==> src/rtl/power_mode_ctrl.sv <==
// power_mode_ctrl: push-button power sequencer with synchronised and
// debounced inputs, hold-to-power-on, idle auto-off and drive-mode enables.
// Ports:
//   sys_clk        system clock, all state changes on its rising edge
//   rst_n          reset, ACTIVE-HIGH despite the name, async assert
//   power_on_btn   raw power-on button (1 = pressed)
//   power_off_btn  raw power-off button (1 = pressed)
//   mode_sw[2:0]   raw mode switches: 001 manual, 010 semi, 100 auto
//   activity       level, 1 = drive command/throttle active this cycle
//   power_now      engine powered (registered)
//   manual_en, semi_en, auto_en  mode enables, at most one high
//   power_on_led   copy of power_now
//   mode_led[2:0]  {auto_en, semi_en, manual_en}

// Two-flop synchroniser followed by a tick-based debouncer.
// The debounced value follows the synchronised input only after the
// input has differed from it, unchanged, for DEB_MS consecutive ticks.
module pmc_debounce #(
   parameter int W      = 1,
   parameter int DEB_MS = 20
) (
   input  logic         clk,
   input  logic         rst,
   input  logic         tick,
   input  logic [W-1:0] raw,
   output logic [W-1:0] deb
);

   localparam int DM = (DEB_MS > 0) ? DEB_MS : 1;
   localparam int CW = (DM > 1) ? $clog2(DM) : 1;
   localparam logic [CW-1:0] CNT_LAST = CW'(DM - 1);
   localparam logic [CW-1:0] CNT_ONE  = CW'(1);

   logic [W-1:0]  sync1_q;
   logic [W-1:0]  sync2_q;
   logic [W-1:0]  last_q;
   logic [W-1:0]  deb_q;
   logic [W-1:0]  deb_d;
   logic [CW-1:0] cnt_q;
   logic [CW-1:0] cnt_d;

   // A changed sample (last_q differs) restarts the window, so a
   // multi-bit input must hold one value for the whole window.
   always_comb begin
      cnt_d = cnt_q;
      deb_d = deb_q;
      if ((sync2_q == deb_q) || (sync2_q != last_q)) begin
         cnt_d = '0;
      end else if (tick) begin
         if (cnt_q >= CNT_LAST) begin
            deb_d = sync2_q;
            cnt_d = '0;
         end else begin
            cnt_d = cnt_q + CNT_ONE;
         end
      end
   end

   always_ff @(posedge clk or posedge rst) begin
      if (rst) begin
         sync1_q <= '0;
         sync2_q <= '0;
         last_q  <= '0;
         deb_q   <= '0;
         cnt_q   <= '0;
      end else begin
         sync1_q <= raw;
         sync2_q <= sync1_q;
         last_q  <= sync2_q;
         deb_q   <= deb_d;
         cnt_q   <= cnt_d;
      end
   end

   assign deb = deb_q;

endmodule

module power_mode_ctrl #(
   parameter int CLK_HZ  = 100_000_000,
   parameter int DEB_MS  = 20,
   parameter int HOLD_MS = 1000,
   parameter int IDLE_MS = 10000
) (
   input  logic       sys_clk,
   input  logic       rst_n,
   input  logic       power_on_btn,
   input  logic       power_off_btn,
   input  logic [2:0] mode_sw,
   input  logic       activity,
   output logic       power_now,
   output logic       manual_en,
   output logic       semi_en,
   output logic       auto_en,
   output logic       power_on_led,
   output logic [2:0] mode_led
);

   localparam int TICK_DIV = (CLK_HZ / 1000 > 1) ? CLK_HZ / 1000 : 2;
   localparam int TW = $clog2(TICK_DIV);
   localparam int HW = $clog2(HOLD_MS + 1);
   localparam int IW = $clog2(IDLE_MS + 1);

   localparam logic [TW-1:0] TICK_LAST = TW'(TICK_DIV - 1);
   localparam logic [TW-1:0] TICK_ONE  = TW'(1);
   localparam logic [HW-1:0] HOLD_MAX  = HW'(HOLD_MS);
   localparam logic [HW-1:0] HOLD_ONE  = HW'(1);
   localparam logic [IW-1:0] IDLE_MAX  = IW'(IDLE_MS);
   localparam logic [IW-1:0] IDLE_ONE  = IW'(1);

   typedef enum logic [1:0] {
      S_OFF,
      S_HOLD,
      S_ON
   } state_t;

   // The port keeps its historical name but is active-high.
   logic rst;
   assign rst = rst_n;

   logic [TW-1:0] tick_cnt_q;
   logic [TW-1:0] tick_cnt_d;
   logic          tick;

   logic          on_deb;
   logic          off_deb;
   logic [2:0]    mode_deb;

   state_t        state_q;
   state_t        state_d;
   logic [HW-1:0] hold_q;
   logic [HW-1:0] hold_d;
   logic [IW-1:0] idle_q;
   logic [IW-1:0] idle_d;
   logic [2:0]    mode_q;
   logic [2:0]    mode_d;
   logic          power_q;
   logic          power_d;
   logic [2:0]    en_q;
   logic [2:0]    en_d;

   // Only a single selected mode is meaningful; anything else disables.
   function automatic logic [2:0] mode_filter(input logic [2:0] m);
      logic [2:0] r;
      case (m)
         3'b001, 3'b010, 3'b100: r = m;
         default:                r = 3'b000;
      endcase
      return r;
   endfunction

   // 1 ms prescaler
   always_comb begin
      tick       = (tick_cnt_q == TICK_LAST);
      tick_cnt_d = tick ? '0 : tick_cnt_q + TICK_ONE;
   end

   pmc_debounce #(
      .W      (1),
      .DEB_MS (DEB_MS)
   ) u_deb_on (
      .clk  (sys_clk),
      .rst  (rst),
      .tick (tick),
      .raw  (power_on_btn),
      .deb  (on_deb)
   );

   pmc_debounce #(
      .W      (1),
      .DEB_MS (DEB_MS)
   ) u_deb_off (
      .clk  (sys_clk),
      .rst  (rst),
      .tick (tick),
      .raw  (power_off_btn),
      .deb  (off_deb)
   );

   pmc_debounce #(
      .W      (3),
      .DEB_MS (DEB_MS)
   ) u_deb_mode (
      .clk  (sys_clk),
      .rst  (rst),
      .tick (tick),
      .raw  (mode_sw),
      .deb  (mode_deb)
   );

   always_comb begin
      state_d = state_q;
      hold_d  = hold_q;
      idle_d  = idle_q;
      mode_d  = mode_q;
      unique case (state_q)
         S_OFF: begin
            hold_d = '0;
            idle_d = '0;
            mode_d = '0;
            // both buttons together count as off
            if (on_deb && !off_deb) begin
               state_d = S_HOLD;
            end
         end
         S_HOLD: begin
            idle_d = '0;
            mode_d = '0;
            if (off_deb || !on_deb) begin
               state_d = S_OFF;
               hold_d  = '0;
            end else if (hold_q >= HOLD_MAX) begin
               state_d = S_ON;
               mode_d  = mode_filter(mode_deb);
            end else if (tick) begin
               hold_d = hold_q + HOLD_ONE;
            end
         end
         S_ON: begin
            hold_d = '0;
            if (off_deb || (idle_q >= IDLE_MAX)) begin
               state_d = S_OFF;
               idle_d  = '0;
               mode_d  = '0;
            end else begin
               mode_d = mode_filter(mode_deb);
               // a held on-button counts as presence, like activity
               if (activity || on_deb) begin
                  idle_d = '0;
               end else if (tick) begin
                  idle_d = idle_q + IDLE_ONE;
               end
            end
         end
         default: begin
            state_d = S_OFF;
            hold_d  = '0;
            idle_d  = '0;
            mode_d  = '0;
         end
      endcase
      power_d = (state_d == S_ON);
      en_d    = power_d ? mode_d : 3'b000;
   end

   always_ff @(posedge sys_clk or posedge rst) begin
      if (rst) begin
         tick_cnt_q <= '0;
         state_q    <= S_OFF;
         hold_q     <= '0;
         idle_q     <= '0;
         mode_q     <= '0;
         power_q    <= 1'b0;
         en_q       <= '0;
      end else begin
         tick_cnt_q <= tick_cnt_d;
         state_q    <= state_d;
         hold_q     <= hold_d;
         idle_q     <= idle_d;
         mode_q     <= mode_d;
         power_q    <= power_d;
         en_q       <= en_d;
      end
   end

   assign power_now    = power_q;
   assign power_on_led = power_q;
   assign manual_en    = en_q[0];
   assign semi_en      = en_q[1];
   assign auto_en      = en_q[2];
   assign mode_led     = en_q;

endmodule

==> config.mk <==
export PLATFORM = sky130hd
export DESIGN_NAME = power_mode_ctrl
export DESIGN_NICKNAME = d
export VERILOG_FILES = /design/src/rtl/power_mode_ctrl.sv
export SDC_FILE = /design/constraint.sdc
export NUM_CORES = 1
export LEC_CHECK = 0
export ABC_CLOCK_PERIOD_IN_PS = 4300
export BUFFER_PORTS_ARGS = -buffer_cell sky130_fd_sc_hd__buf_2
export CAP_MARGIN = 20
export CELL_PAD_IN_SITES_DETAIL_PLACEMENT = 2
export CELL_PAD_IN_SITES_GLOBAL_PLACEMENT = 2
export CORE_ASPECT_RATIO = 0.8
export CORE_MARGIN = 2
export CORE_UTILIZATION = 44
export CTS_CLUSTER_SIZE = 12
export DETAILED_ROUTE_END_ITERATION = 8
export GPL_ROUTABILITY_DRIVEN = 0
export GPL_TIMING_DRIVEN = 0
export HOLD_SLACK_MARGIN = 0.03
export PLACE_DENSITY_LB_ADDON = 0.05
export SYNTH_ARGS = -nofsm -noshare
export SYNTH_HDL_FRONTEND = slang
export SYNTH_SLANG_ARGS = --single-unit
==> constraint.sdc <==
create_clock -name sys_clk -period 4.3 [get_ports sys_clk]
set_clock_uncertainty 0.1 [all_clocks]
set_input_delay 0.645 -clock sys_clk [delete_from_list [all_inputs] [get_ports sys_clk]]
set_output_delay 0.645 -clock sys_clk [all_outputs]
set_load 0.02 [all_outputs]
==> summary.txt <==
Run status
  – Status: finished clean

Power
  – Leakage: 0.00189 uW
  – Sw Ratio: 20.0%
  – Comb pwr share: 2.0%
  – Seq pwr share: 47.4%
  – Peak VDD IR: 0.211 mV
  – Total power draw: 1660 uW
  – Pint: 1330 uW
  – Switching Power: 330 uW
  – Clk network pwr share: 50.6%
  – Power Density: 358 nW/um2

Timing
  – Final setup margin: 1.53 ns
  – RSZ-0062 raised after global routing: no
  – Fmax: 0.361 GHz
  – Final setup fails: 0
  – Slew Viols, Final: 0
  – Slew margin rel.: 48.6%
  – Final Critical Period: 2.77 ns
  – Worst Tran Pin Value: 0.766 ns
  – Post-route clock period utilization: 64.5%
  – Total negative slack: 0 ns
  – Final hold viol count: 0

CTS
  – Clock-pin transition on the worst setup and hold timing paths: 0.06 ns
  – Clk sinks: 82
  – H-tree Lvls: 3
  – CTS tree: done
  – Clock latency on the worst-skew pair: 0.34 ns
  – CTS Root Cell: clkbuf_16
  – Post-CTS Setup Bufs: 0
  – Max clock buf depth: 2
  – Num CTS Buffers: 9
  – Post-CTS sizing: 0
  – Cts hold-fix bufs: 0

Job
  – Max-cap check violation count: 0

Drt
  – Via/cell ratio: 6.12
  – Initial DRC count: 151
  – Vias: 3,345
  – Routed WL: 11,700 um
  – Iteration count of the initial detailed-routing pass: 4
  – Antenna Nets Post-Route: 0
  – Detailed-route DRC error count: 0
  – WL/cell: 21.4 um

Cells and area
  – Area Growth Syn to Fin: 14.0%
  – Antenna cells: 0
  – Ratio of cells with drive above 1 in the final layout: 11.8%
  – Final Non-Filler Cells: 547
  – Design area: 4630 um2
  – Final net count: 448

Placed design
  – IO buf count: 15
  – Placed insts: 532
  – Pre-CTS WS: 1.64 ns
  – Placed cell area: 4310 um2
  – Final HPWL from detailed placement: 7820 um

Die
  – Num rows: 31
  – Die Span Y: 89.9 um
  – Die width: 111 um
  – Io pins: 16
  – Die Area: 10,000 um2
  – CORE AREA: 9000 um2
  – Initial Util: 45.1%

Yosys
  – Synth warn: 0
  – Flops & latches, synth: 82
  – Syn nets: 421
  – Cell variety after synth: 48
  – Async S/R FF share, synth: 100%
  – Synth Instances: 401
  – EDFF count, synth: 0
  – Synthesized area per cell: 10.1 um2
  – Sequential cell area fraction in the yosys report: 50.5%
  – Primary FF master, synth: dfrtp_1
  – Mapped cell area: 4060 um2

GRT
  – Total grt overflow: 0
  – Initial antenna violation count: 0
  – Gr usage total: 24.9%
  – Number of global-route vias before repair: 3,774
  – First-pass GRT wire length: 19,700 um
  – Pin count of the biggest net entering global routing: 52

Worst setup path
  – Crit path arrival time: 2.92 ns
  – Max Fanout on Critical Path: 10
  – CP Class: reg2reg
  – Worst Path Required: 4.45 ns
  – Reg2Reg Setup Slack: 1.53 ns
  – Critical Path End Type: flop
  – Critical Path Source Type: flop

Hold path
  – Worst hold-check path type: in2async
[worst max-delay path, stage by stage, from the launching register on]
cell and delay [ns]:
dfrtp_1 0.41, ha_1 0.26, and4_1 0.21, buf_4 0.16
nand4_2 0.27, clkbuf_1 0.51, buf_2 0.39, o21ai_0 0.16
a21oi_1 0.21
[state kept, by name (all words and copies together) (netlist names)]
signal and flops:
hold_q 10, idle_q 14, mode_led 3, power_now 1
state_q 2, tick_cnt_q 17, u_deb_mode.cnt_q 5, u_deb_mode.deb 3
u_deb_mode.last_q 3, u_deb_mode.sync1_q 3, u_deb_mode.sync2_q 3, u_deb_off.cnt_q 5
u_deb_off.deb 1, u_deb_off.last_q 1, u_deb_off.sync1_q 1, u_deb_off.sync2_q 1
u_deb_on.cnt_q 5, u_deb_on.deb 1, u_deb_on.last_q 1, u_deb_on.sync1_q 1
u_deb_on.sync2_q 1
[cell usage after synthesis, types with 2 or more instances]
library cell / count / area [um2]
xnor2_1: 11 / 96.3
a21o_1: 2 / 15.0
and2_1: 3 / 18.8
a31oi_1: 6 / 37.5
ha_1: 12 / 150
o311ai_0: 2 / 17.5
and4_1: 4 / 35.0
clkbuf_1: 9 / 33.8
and3b_1: 2 / 17.5
nand3b_1: 8 / 60.1
a21oi_1: 37 / 185
o21ai_0: 15 / 75.1
dfrtp_1: 82 / 2050
a41oi_1: 3 / 26.3
nand4_1: 10 / 62.6
or4_1: 23 / 173
mux2_2: 3 / 33.8
inv_1: 17 / 63.8
buf_4: 5 / 37.5
xor2_1: 7 / 61.3
nor3_1: 7 / 35.0
buf_2: 4 / 20.0
or3_1: 3 / 18.8
and4bb_2: 2 / 25.0
nand2_1: 34 / 128
nor2_1: 21 / 78.8
or4b_1: 2 / 20.0
nand3_1: 21 / 105
and3_1: 4 / 25.0
o31ai_1: 18 / 135
nor2b_1: 2 / 12.5
a211o_1: 3 / 26.3
a311oi_1: 2 / 17.5
nor4_1: 3 / 18.8
[area by class of cell]
| cell class | instances | area, um2 |
|---|---|---|
| clock inverter | 2 | 60.1 |
| multi-input combinational | 284 | 1860 |
| inverter | 17 | 66.3 |
| sequential | 82 | 2050 |
| fill | 939 | 4370 |
| tap | 115 | 144 |
| timing repair buffer | 16 | 103 |
| buffer | 18 | 91.3 |
| clock buffer | 13 | 260 |
[cells by family after synthesis]
kind of cell	after synthesis	share of synthesized area, %
AOI/OAI and AO/OA	95	14.8
xor gates and xnor gates	18	3.88
adders and majority gates	12	3.70
buffers and inverters	35	3.82
DFF	82	50.5
muxes	3	0.831
and+or+nand+nor	156	22.4
[metrics by stage]
step                hold slack [ns]  util, %
floorplan                     0.231        -
global placement              0.232     47.6
detailed placement            0.236     47.9
CTS                           0.221     51.5
global route                  0.242     51.5
finish                        0.215     51.5
[final timing paths]
| check | from | end | depth (start not counted) |
|---|---|---|---|
| setup / recovery | tick_cnt_q[0] | idle_q[2] | 8 |
| hold / removal | rst_n | u_deb_mode.cnt_q[2] | 2 |
| setup reg to reg | tick_cnt_q[0] | idle_q[2] | 8 |
| hold reg to reg | u_deb_mode.sync1_q[0] | u_deb_mode.sync2_q[0] | 0 |
| max in group asynchronous | rst_n | idle_q[9] | 3 |
| min in group sys_clk | u_deb_mode.sync1_q[0] | u_deb_mode.sync2_q[0] | 0 |
[routing by layer]
layer / wire length (um) / up-vias / track usage [%] / part of all wire [%]
met5: 0 / - / 0 / 0
met4: 200 / 0 / 7.92 / 1.7
met3: 282 / 20 / 4.59 / 2.4
met2: 5990 / 41 / 43.9 / 51
met1: 5210 / 1745 / 31.1 / 45
li1: - / 1539 / - / -
[layout by cell type (no fill, tap or decap), drive strengths merged, types with 3 or more instances in the layout]
cell type  Yosys  layout
a31oi          6       6
nor3           7       7
buf            9      25
a211o          3       3
nand3         21      21
ha            12      12
nand2         34      34
o21ai         15      15
clkbuf         9      22
and2           3       3
or4           23      23
xor2           7       7
a41oi          3       3
or3            3       3
nand3b         8       8
nor4           4       4
dfrtp         82      82
mux2           3       3
and3           4       4
o31ai         18      18
inv           17      17
and4           4       4
xnor2         11      11
nor2          21      21
a21oi         37      37
nand4         11      11
[power groups by stage]
stage / registers, uW / clock network, uW / logic, uW
6_report: 784 / 839 / 32.9
4_1_cts: 784 / 853 / 34.5
2_1_floorplan: 797 / 0 / 19.0
3_3_place_gp: 798 / 0 / 28.7
3_5_place_dp: 799 / 0 / 33.5
5_1_grt: 785 / 878 / 37.9
Power figures use the tool's default switching activity.
